$ cat src/rtl/riscv_pkg.sv
// Shared RV32I decode types: operand/operation enums, trap codes and the ID/EX register layout.
package riscv_pkg;

    typedef enum logic [1:0] {PRIV_U = 2'b00, PRIV_S = 2'b01, PRIV_M = 2'b11} priv_lvl_e;
    typedef enum logic [1:0] {OPER1_RS1, OPER1_PC, OPER1_ZERO} alu_oper1_src_e;
    typedef enum logic [0:0] {OPER2_RS2, OPER2_IMM} alu_oper2_src_e;
    typedef enum logic [3:0] {
        ALU_ADD, ALU_SUB, ALU_SLL, ALU_SLT, ALU_SLTU,
        ALU_XOR, ALU_SRL, ALU_SRA, ALU_OR, ALU_AND
    } alu_oper_e;
    typedef enum logic [3:0] {
        BNJ_NO, BNJ_JAL, BNJ_JALR, BNJ_BEQ, BNJ_BNE,
        BNJ_BLT, BNJ_BGE, BNJ_BLTU, BNJ_BGEU
    } bnj_oper_e;
    typedef enum logic [3:0] {
        MEM_NOP, MEM_LB, MEM_LH, MEM_LW, MEM_LBU, MEM_LHU, MEM_SB, MEM_SH, MEM_SW
    } mem_oper_e;
    typedef enum logic [1:0] {RESULT_ALU, RESULT_MEM, RESULT_PC4, RESULT_CSR} result_src_e;
    typedef enum logic [2:0] {
        NO_SYS, SYS_ECALL, SYS_EBREAK, SYS_MRET, SYS_WFI, ILLEGAL_INSTR
    } exc_t;

    localparam logic [6:0] OPC_LUI       = 7'b0110111;
    localparam logic [6:0] OPC_AUIPC     = 7'b0010111;
    localparam logic [6:0] OPC_JAL       = 7'b1101111;
    localparam logic [6:0] OPC_JALR      = 7'b1100111;
    localparam logic [6:0] OPC_BRANCH    = 7'b1100011;
    localparam logic [6:0] OPC_LOAD      = 7'b0000011;
    localparam logic [6:0] OPC_STORE     = 7'b0100011;
    localparam logic [6:0] OPC_ARITH     = 7'b0110011;
    localparam logic [6:0] OPC_ARITH_IMM = 7'b0010011;
    localparam logic [6:0] OPC_FENCE     = 7'b0001111;
    localparam logic [6:0] OPC_SYSTEM    = 7'b1110011;

    // All-zero value of this struct is the reset state of the ID/EX register.
    typedef struct packed {
        logic [31:0]    pc;
        logic [31:0]    rs1_data;
        logic [31:0]    rs2_data;
        logic [31:0]    imm;
        logic [31:0]    instr;
        alu_oper1_src_e alu_oper1_src;
        alu_oper2_src_e alu_oper2_src;
        alu_oper_e      alu_oper;
        bnj_oper_e      bnj_oper;
        mem_oper_e      mem_oper;
        result_src_e    result_src;
        exc_t           sys_instr;
        logic           write_rd;
        logic           csr_we;
        logic [4:0]     rd_addr;
        logic [4:0]     rs1_addr;
        logic [4:0]     rs2_addr;
    } id_ex_t;

    function automatic alu_oper_e alu_from_f3(input logic [2:0] f3, input logic alt);
        case (f3)
            3'b000:  return alt ? ALU_SUB : ALU_ADD;
            3'b001:  return ALU_SLL;
            3'b010:  return ALU_SLT;
            3'b011:  return ALU_SLTU;
            3'b100:  return ALU_XOR;
            3'b101:  return alt ? ALU_SRA : ALU_SRL;
            3'b110:  return ALU_OR;
            default: return ALU_AND;
        endcase
    endfunction

endpackage

$ cat src/rtl/instr_decoder.sv
// Combinational RV32I decoder: control fields of the ID/EX register plus illegal-instruction flag.
module instr_decoder
    import riscv_pkg::*;
(
    input  logic [31:0] instr_i,
    input  priv_lvl_e   plvl_i,
    output id_ex_t      ctrl_o,
    output logic        csr_re_o,
    output logic        illegal_o
);

    logic [6:0]  opcode;
    logic [2:0]  func3;
    logic [6:0]  func7;
    logic [4:0]  rd;
    logic [4:0]  rs1;
    logic [31:0] imm_i, imm_s, imm_b, imm_u, imm_j;

    assign opcode = instr_i[6:0];
    assign func3  = instr_i[14:12];
    assign func7  = instr_i[31:25];
    assign rd     = instr_i[11:7];
    assign rs1    = instr_i[19:15];
    assign imm_i  = {{20{instr_i[31]}}, instr_i[31:20]};
    assign imm_s  = {{20{instr_i[31]}}, instr_i[31:25], instr_i[11:7]};
    assign imm_b  = {{19{instr_i[31]}}, instr_i[31], instr_i[7], instr_i[30:25], instr_i[11:8], 1'b0};
    assign imm_u  = {instr_i[31:12], 12'b0};
    assign imm_j  = {{11{instr_i[31]}}, instr_i[31], instr_i[19:12], instr_i[20], instr_i[30:21], 1'b0};

    id_ex_t c;
    logic   illegal;
    logic   csr_re;

    always_comb begin
        c          = '0;
        c.instr    = instr_i;
        c.rd_addr  = rd;
        c.rs1_addr = rs1;
        c.rs2_addr = instr_i[24:20];
        c.imm      = imm_i;
        illegal    = (instr_i[1:0] != 2'b11);
        csr_re     = 1'b0;

        case (opcode)
            OPC_LUI: begin
                c.alu_oper1_src = OPER1_ZERO;
                c.alu_oper2_src = OPER2_IMM;
                c.imm           = imm_u;
                c.write_rd      = 1'b1;
            end
            OPC_AUIPC: begin
                c.alu_oper1_src = OPER1_PC;
                c.alu_oper2_src = OPER2_IMM;
                c.imm           = imm_u;
                c.write_rd      = 1'b1;
            end
            OPC_JAL: begin
                c.alu_oper1_src = OPER1_PC;
                c.alu_oper2_src = OPER2_IMM;
                c.imm           = imm_j;
                c.bnj_oper      = BNJ_JAL;
                c.result_src    = RESULT_PC4;
                c.write_rd      = 1'b1;
            end
            OPC_JALR: begin
                c.alu_oper2_src = OPER2_IMM;
                c.bnj_oper      = BNJ_JALR;
                c.result_src    = RESULT_PC4;
                c.write_rd      = 1'b1;
                if (func3 != 3'b000) illegal = 1'b1;
            end
            OPC_BRANCH: begin
                c.imm = imm_b;
                case (func3)
                    3'b000:  c.bnj_oper = BNJ_BEQ;
                    3'b001:  c.bnj_oper = BNJ_BNE;
                    3'b100:  c.bnj_oper = BNJ_BLT;
                    3'b101:  c.bnj_oper = BNJ_BGE;
                    3'b110:  c.bnj_oper = BNJ_BLTU;
                    3'b111:  c.bnj_oper = BNJ_BGEU;
                    default: illegal    = 1'b1;
                endcase
            end
            OPC_LOAD: begin
                c.alu_oper2_src = OPER2_IMM;
                c.result_src    = RESULT_MEM;
                c.write_rd      = 1'b1;
                case (func3)
                    3'b000:  c.mem_oper = MEM_LB;
                    3'b001:  c.mem_oper = MEM_LH;
                    3'b010:  c.mem_oper = MEM_LW;
                    3'b100:  c.mem_oper = MEM_LBU;
                    3'b101:  c.mem_oper = MEM_LHU;
                    default: illegal    = 1'b1;
                endcase
            end
            OPC_STORE: begin
                c.alu_oper2_src = OPER2_IMM;
                c.imm           = imm_s;
                case (func3)
                    3'b000:  c.mem_oper = MEM_SB;
                    3'b001:  c.mem_oper = MEM_SH;
                    3'b010:  c.mem_oper = MEM_SW;
                    default: illegal    = 1'b1;
                endcase
            end
            OPC_ARITH: begin
                c.alu_oper = alu_from_f3(func3, func7[5]);
                c.write_rd = 1'b1;
                if (func7 != 7'h00 && func7 != 7'h20) illegal = 1'b1;
                if (func7 == 7'h20 && func3 != 3'b000 && func3 != 3'b101) illegal = 1'b1;
            end
            OPC_ARITH_IMM: begin
                c.alu_oper2_src = OPER2_IMM;
                c.alu_oper      = alu_from_f3(func3, (func3 == 3'b101) && func7[5]);
                c.write_rd      = 1'b1;
                if (func3 == 3'b001 && func7 != 7'h00) illegal = 1'b1;
                if (func3 == 3'b101 && func7 != 7'h00 && func7 != 7'h20) illegal = 1'b1;
            end
            OPC_FENCE: ;
            OPC_SYSTEM: begin
                if (func3 == 3'b000) begin
                    case (instr_i[31:20])
                        12'h000: c.sys_instr = SYS_ECALL;
                        12'h001: c.sys_instr = SYS_EBREAK;
                        12'h105: c.sys_instr = SYS_WFI;
                        12'h302: begin
                            c.sys_instr = SYS_MRET;
                            if (plvl_i != PRIV_M) illegal = 1'b1;
                        end
                        default: ;
                    endcase
                end else if (func3 == 3'b100) begin
                    illegal = 1'b1;
                end else begin
                    // Set/clear with a zero source never modifies the CSR; write with rd=x0 never reads it.
                    c.result_src = RESULT_CSR;
                    c.write_rd   = 1'b1;
                    c.csr_we     = !(func3[1] && rs1 == 5'd0);
                    csr_re       = !(func3[1:0] == 2'b01 && rd == 5'd0);
                end
            end
            default: illegal = 1'b1;
        endcase

        if (illegal) begin
            c.sys_instr = ILLEGAL_INSTR;
            c.write_rd  = 1'b0;
            c.csr_we    = 1'b0;
            c.mem_oper  = MEM_NOP;
            c.bnj_oper  = BNJ_NO;
            csr_re      = 1'b0;
        end
    end

    assign ctrl_o    = c;
    assign csr_re_o  = csr_re;
    assign illegal_o = illegal;

endmodule

$ cat src/rtl/decode_queue.sv
// Instruction FIFO between IF and EX: decodes the head (or the input on fall-through) into an ID/EX register.
module decode_queue
    import riscv_pkg::*;
#(
    parameter int DEPTH       = 4,
    parameter int FALLTHROUGH = 1,
    parameter int CNT_W       = $clog2(DEPTH + 1)
) (
    input  logic           clk_i,
    input  logic           rst_i,
    input  logic           flush_i,
    input  logic           if_valid_i,
    output logic           if_ready_o,
    input  logic [31:0]    if_instr_i,
    input  logic [31:0]    if_pc_i,
    input  priv_lvl_e      current_plvl_i,
    output logic [4:0]     regf_rs1_addr_o,
    output logic [4:0]     regf_rs2_addr_o,
    input  logic [31:0]    rs1_data_i,
    input  logic [31:0]    rs2_data_i,
    output logic           csr_re_o,
    output logic           ex_valid_o,
    input  logic           ex_ready_i,
    output logic [31:0]    pc_o,
    output logic [31:0]    rs1_data_o,
    output logic [31:0]    rs2_data_o,
    output logic [31:0]    imm_o,
    output logic [31:0]    instr_o,
    output alu_oper1_src_e alu_oper1_src_o,
    output alu_oper2_src_e alu_oper2_src_o,
    output alu_oper_e      alu_oper_o,
    output bnj_oper_e      bnj_oper_o,
    output mem_oper_e      mem_oper_o,
    output result_src_e    result_src_o,
    output exc_t           sys_instr_o,
    output logic           write_rd_o,
    output logic           csr_we_o,
    output logic [4:0]     rd_addr_o,
    output logic [4:0]     rs1_addr_o,
    output logic [4:0]     rs2_addr_o,
    output logic [CNT_W-1:0] level_o
);

    localparam int PTR_W = $clog2(DEPTH);

    logic [31:0]      fifo_instr_q [DEPTH];
    logic [31:0]      fifo_pc_q    [DEPTH];
    logic [PTR_W-1:0] wr_ptr_q, wr_ptr_d, rd_ptr_q, rd_ptr_d;
    logic [CNT_W-1:0] level_q, level_d;
    logic             ex_valid_q, ex_valid_d;
    id_ex_t           ex_q, ex_d, load_data;

    logic        empty, can_load, fall_through, enq, deq, load;
    logic [31:0] sel_instr, sel_pc;
    id_ex_t      dec_ctrl;
    logic        dec_csr_re, dec_illegal;

    function automatic logic [PTR_W-1:0] ptr_inc(input logic [PTR_W-1:0] p);
        return (p == PTR_W'(DEPTH - 1)) ? '0 : p + 1'b1;
    endfunction

    assign empty        = (level_q == '0);
    assign if_ready_o   = (level_q < CNT_W'(DEPTH));
    assign can_load     = !ex_valid_q || ex_ready_i;
    assign fall_through = (FALLTHROUGH != 0) && empty && if_valid_i && can_load;
    assign enq          = if_valid_i && if_ready_o && !fall_through;
    assign deq          = !empty && can_load;
    assign load         = deq || fall_through;

    // Input is only a decode source while the queue is empty; otherwise the head is.
    assign sel_instr = empty ? (if_valid_i ? if_instr_i : '0) : fifo_instr_q[rd_ptr_q];
    assign sel_pc    = empty ? if_pc_i : fifo_pc_q[rd_ptr_q];

    assign regf_rs1_addr_o = sel_instr[19:15];
    assign regf_rs2_addr_o = sel_instr[24:20];

    instr_decoder u_dec (
        .instr_i   (sel_instr),
        .plvl_i    (current_plvl_i),
        .ctrl_o    (dec_ctrl),
        .csr_re_o  (dec_csr_re),
        .illegal_o (dec_illegal)
    );

    assign csr_re_o = load && !flush_i && dec_csr_re && !dec_illegal;

    always_comb begin
        load_data          = dec_ctrl;
        load_data.pc       = sel_pc;
        load_data.rs1_data = rs1_data_i;
        load_data.rs2_data = rs2_data_i;
    end

    always_comb begin
        wr_ptr_d   = wr_ptr_q;
        rd_ptr_d   = rd_ptr_q;
        level_d    = level_q;
        ex_valid_d = ex_valid_q;
        ex_d       = ex_q;
        if (flush_i) begin
            wr_ptr_d   = '0;
            rd_ptr_d   = '0;
            level_d    = '0;
            ex_valid_d = 1'b0;
        end else begin
            if (enq) wr_ptr_d = ptr_inc(wr_ptr_q);
            if (deq) rd_ptr_d = ptr_inc(rd_ptr_q);
            level_d = level_q + CNT_W'(enq) - CNT_W'(deq);
            if (load) begin
                ex_valid_d = 1'b1;
                ex_d       = load_data;
            end else if (ex_ready_i) begin
                ex_valid_d = 1'b0;
            end
        end
    end

    always_ff @(posedge clk_i) begin
        if (rst_i) begin
            wr_ptr_q   <= '0;
            rd_ptr_q   <= '0;
            level_q    <= '0;
            ex_valid_q <= 1'b0;
            ex_q       <= '0;
        end else begin
            wr_ptr_q   <= wr_ptr_d;
            rd_ptr_q   <= rd_ptr_d;
            level_q    <= level_d;
            ex_valid_q <= ex_valid_d;
            ex_q       <= ex_d;
            if (enq && !flush_i) begin
                fifo_instr_q[wr_ptr_q] <= if_instr_i;
                fifo_pc_q[wr_ptr_q]    <= if_pc_i;
            end
        end
    end

    assign ex_valid_o      = ex_valid_q;
    assign level_o         = level_q;
    assign pc_o            = ex_q.pc;
    assign rs1_data_o      = ex_q.rs1_data;
    assign rs2_data_o      = ex_q.rs2_data;
    assign imm_o           = ex_q.imm;
    assign instr_o         = ex_q.instr;
    assign alu_oper1_src_o = ex_q.alu_oper1_src;
    assign alu_oper2_src_o = ex_q.alu_oper2_src;
    assign alu_oper_o      = ex_q.alu_oper;
    assign bnj_oper_o      = ex_q.bnj_oper;
    assign mem_oper_o      = ex_q.mem_oper;
    assign result_src_o    = ex_q.result_src;
    assign sys_instr_o     = ex_q.sys_instr;
    assign write_rd_o      = ex_q.write_rd;
    assign csr_we_o        = ex_q.csr_we;
    assign rd_addr_o       = ex_q.rd_addr;
    assign rs1_addr_o      = ex_q.rs1_addr;
    assign rs2_addr_o      = ex_q.rs2_addr;

endmodule

$ cat config.mk
export PLATFORM = sky130hd
export DESIGN_NAME = decode_queue
export DESIGN_NICKNAME = d
export VERILOG_FILES = /design/src/rtl/riscv_pkg.sv /design/src/rtl/instr_decoder.sv /design/src/rtl/decode_queue.sv
export SDC_FILE = /design/constraint.sdc
export NUM_CORES = 1
export LEC_CHECK = 0
export ABC_CLOCK_PERIOD_IN_PS = 6200
export BUFFER_PORTS_ARGS = -buffer_cell sky130_fd_sc_hd__buf_2
export CAP_MARGIN = 40
export CORE_UTILIZATION = 54
export DETAILED_ROUTE_END_ITERATION = 12
export PLACE_DENSITY_LB_ADDON = 0.12
export REMOVE_ABC_BUFFERS = 1
export SYNTH_ARGS = -nofsm -noshare
export SYNTH_HDL_FRONTEND = slang
export SYNTH_SLANG_ARGS = --single-unit
$ cat constraint.sdc
create_clock -name clk_i -period 6.2 [get_ports clk_i]
set_input_delay 0.93 -clock clk_i [delete_from_list [all_inputs] [get_ports clk_i]]
set_output_delay 0.93 -clock clk_i [all_outputs]
set_load 0.03 [all_outputs]
==> impl_metrics.tcl <==
set metrics [dict create \
    status "complete, no violations" \
    die_h_um 187 \
    tightestPinTransition_ns 0.926 \
    m1WireLength_mm 19.7 \
    maxCapViolations 0 \
    cts_buffers 46 \
    final_antenna_net_count 0 \
    yosysWarnings 0 \
    clockRootBuffer "clkbuf_16" \
    synth_edf_count 256 \
    dr_wl_met2_mm 23.2 \
    drive_above_1_share 0.293 \
    synth_compound_area_frac 0.110 \
    synth-seq-area-share 0.625 \
    startpoint_type "flip-flop" \
    die_w_um 187 \
    hold_start "imm_o[26]" \
    grt_max_degree 109 \
    pin_count 348 \
    syn_inst 1524 \
    netlist_area_sq_um 18400 \
    fin_ws_ns 1.47 \
    period_minus_slack_ns 4.73 \
    synthDistinctLibCells 84 \
    htree_levels 2 \
    critPathMaxStageDelay_ns 0.68 \
    syn_avg_cell_area_sq_um 12.1 \
    wl_met3_mm 3.20 \
    cts_tree "done" \
    firstDrtPassIters 6 \
    finalNonFillerCells 2294 \
    fmax_ghz 0.211 \
    dieArea_sq_um 34900 \
    row_count 67 \
    fin_setup_tns_ns 0 \
    synth.area.top_cells "edfxtp_1 (42%), dfxtp_1 (21%), mux4_2 (8.1%)" \
    num-fill-cells 2667 \
    globalplace.congestion 0.899 \
    finClkSkew_ns 0.0123 \
    areaGrowthSynthToFinish_pct 18.2 \
    antenna_found_initial 9 \
    worstSetupEndpointType "output pin" \
    core_area_sq_um 33500 \
    grt_use_total 0.269 \
    finalCritPeriodShare 0.763 \
    cts_resized 0 \
    maxSlewViolCount 0 \
    hpwlAfterDp_mm 31.0 \
    io_buffers 347 \
    drt_iter0_markers 1125 \
    dpl.cell_count 2206 \
    vdd_ir_drop_max_mv 0.249 \
    synthFlopType "edfxtp_1" \
    worstPathMaxFanout 32 \
    p_leak_nw 8.20 \
    synth_area_leader_cell "edfxtp_1" \
    p_total_mw 8.91 \
    pre_cts_slack_ns 1.61 \
    grt_pass1_wl_mm 73.4 \
    synthAdderAreaFrac 0.00584 \
    drt-total-wl_mm 47.4 \
    nets 1949 \
    cts.path.max_buffers 3 \
    yosysTopAreaCellShare 0.417 \
    cp.arrival_ns 3.80 \
    drc 0 \
    ys_seq_elements 447 \
    postLayoutCellArea_sq_um 21800 \
    critPathRequiredTime_ns 5.27 \
    hp-class "reg2reg" \
    grt_overflow 0 \
    hold_viol 0 \
    synth_top_family_by_area "simple AND/OR/NAND/NOR gates" \
    clock_latency_ns 0.55 \
    synthMuxAreaShare 0.0899 \
    placedInstanceArea_sq_um 20300 \
    rsz0062_at_grt "false" \
    synthArstFlopShare 0 \
    crit_type "reg2out" \
    via_per_inst 5.79 \
    highest_layer "met5" \
    synth-simple-area-share 0.127 \
    powerDensity_nw_per_um2 409 \
    num_vias 13291 \
    clkTransAtPathRegs_ns 0.06 \
    cts_setup_buffers 0 \
    grt_pass1_vias 12788 \
    slew_headroom 0.381 \
    clock_sinks 447 \
    final_common_cell "buf_2" \
    crit_chain "buf_4, mux4_2, a21oi_1, nand3_1, o311a_1, buf_2" \
    wl_per_cell_um 20.7 \
    crit_slowest_cell "dfxtp_4" \
    setup_violations 0 \
    worstReg2RegStart "level_o[1]" \
    synthXorXnorAreaFrac 0.00190 \
    cts.hold.buffers_added 0 \
    floorplan.initialDensity 0.549 \
    final_cell_mix "buf_2 (346), nand2_1 (282), edfxtp_1 (256)" \
]
## final timing paths
path / to / cells past startpoint / slack [ns]
max reg2reg: imm_o[30] / 8 / 2.36
min reg2reg: imm_o[26] / 2 / 0.45
min: imm_o[26] / 2 / 0.45
max: csr_re_o / 6 / 1.47
## cell families (layout without fill, tap and decap cells)
kind of cell	count (synthesis)	after routing
adders and majority gates	8	8
DFF	447	447
muxes	81	81
xor gates and xnor gates	4	4
AOI/OAI and AO/OA	298	298
and+or+nand+nor	537	537
other	0	4
buffers and inverters	149	467
## routing by layer
metal,vias up,GRT usage
met4,10,0.0839
met5,-,0
met1,6511,0.357
li1,6182,-
met2,506,0.454
met3,82,0.0476
## cell usage after synthesis (all sizes together) (6+ instances only)
cell    count
inv        19
nor3       28
nor2      128
nor4        6
nand2     282
a22oi       7
o21ai      20
mux4       66
clkbuf     64
or3         6
a31oi       6
ha          7
nor3b       6
buf        66
dfxtp     191
a211oi     18
nand3      28
o31ai       6
a311oi     42
edfxtp    256
o211ai     25
mux2i      11
a21oi     129
and2       17
and3       14
## registers in the layout, summed over array words and instances, names as in the netlist, 3 cells and up, named ones only
signal / flops
alu_oper_o: 4
bnj_oper_o: 4
fifo_instr_q: 128
fifo_pc_q: 128
imm_o: 32
instr_o: 31
level_o: 3
mem_oper_o: 4
pc_o: 32
rs1_data_o: 32
rs2_data_o: 32
sys_instr_o: 3
## area by class of cell
class / count / area [sq um] / area share
repair buffers: 364 / 1960 / 0.0898
inverters: 19 / 71.3 / 0.00328
well taps: 448 / 561 / 0.0258
flip-flops and latches: 447 / 11500 / 0.529
clock inverters: 16 / 105 / 0.00483
diodes: 4 / 10.0 / 0.000460
clock buffers: 68 / 1330 / 0.0609
multi-input cells: 928 / 6220 / 0.286
## worst max-delay path, delay by kind of cell (launching register included)
family	cells	cell delay (ns)
compound gates	2	0.96
buf+inv	2	0.84
flops	1	0.68
mux	1	0.58
simple gates	1	0.18
## stage by stage
step                      hold slack [ns]   util
after floorplan                     0.470      -
after global placement              0.436  0.603
after detailed placement            0.443  0.606
after CTS                           0.450  0.649
after global routing                0.465  0.649
final                               0.448  0.649
## report_power, final
group	leakage (nW)	internal (mW)	switching [mW]	total (mW)
Combinational	3.63	0.813	1.97	2.78
Sequential	3.87	3.37	0.160	3.53
Clock	0.702	1.49	1.11	2.59
Total	8.20	5.67	3.23	8.91
No activity file was read; power rests on OpenSTA's default activity.
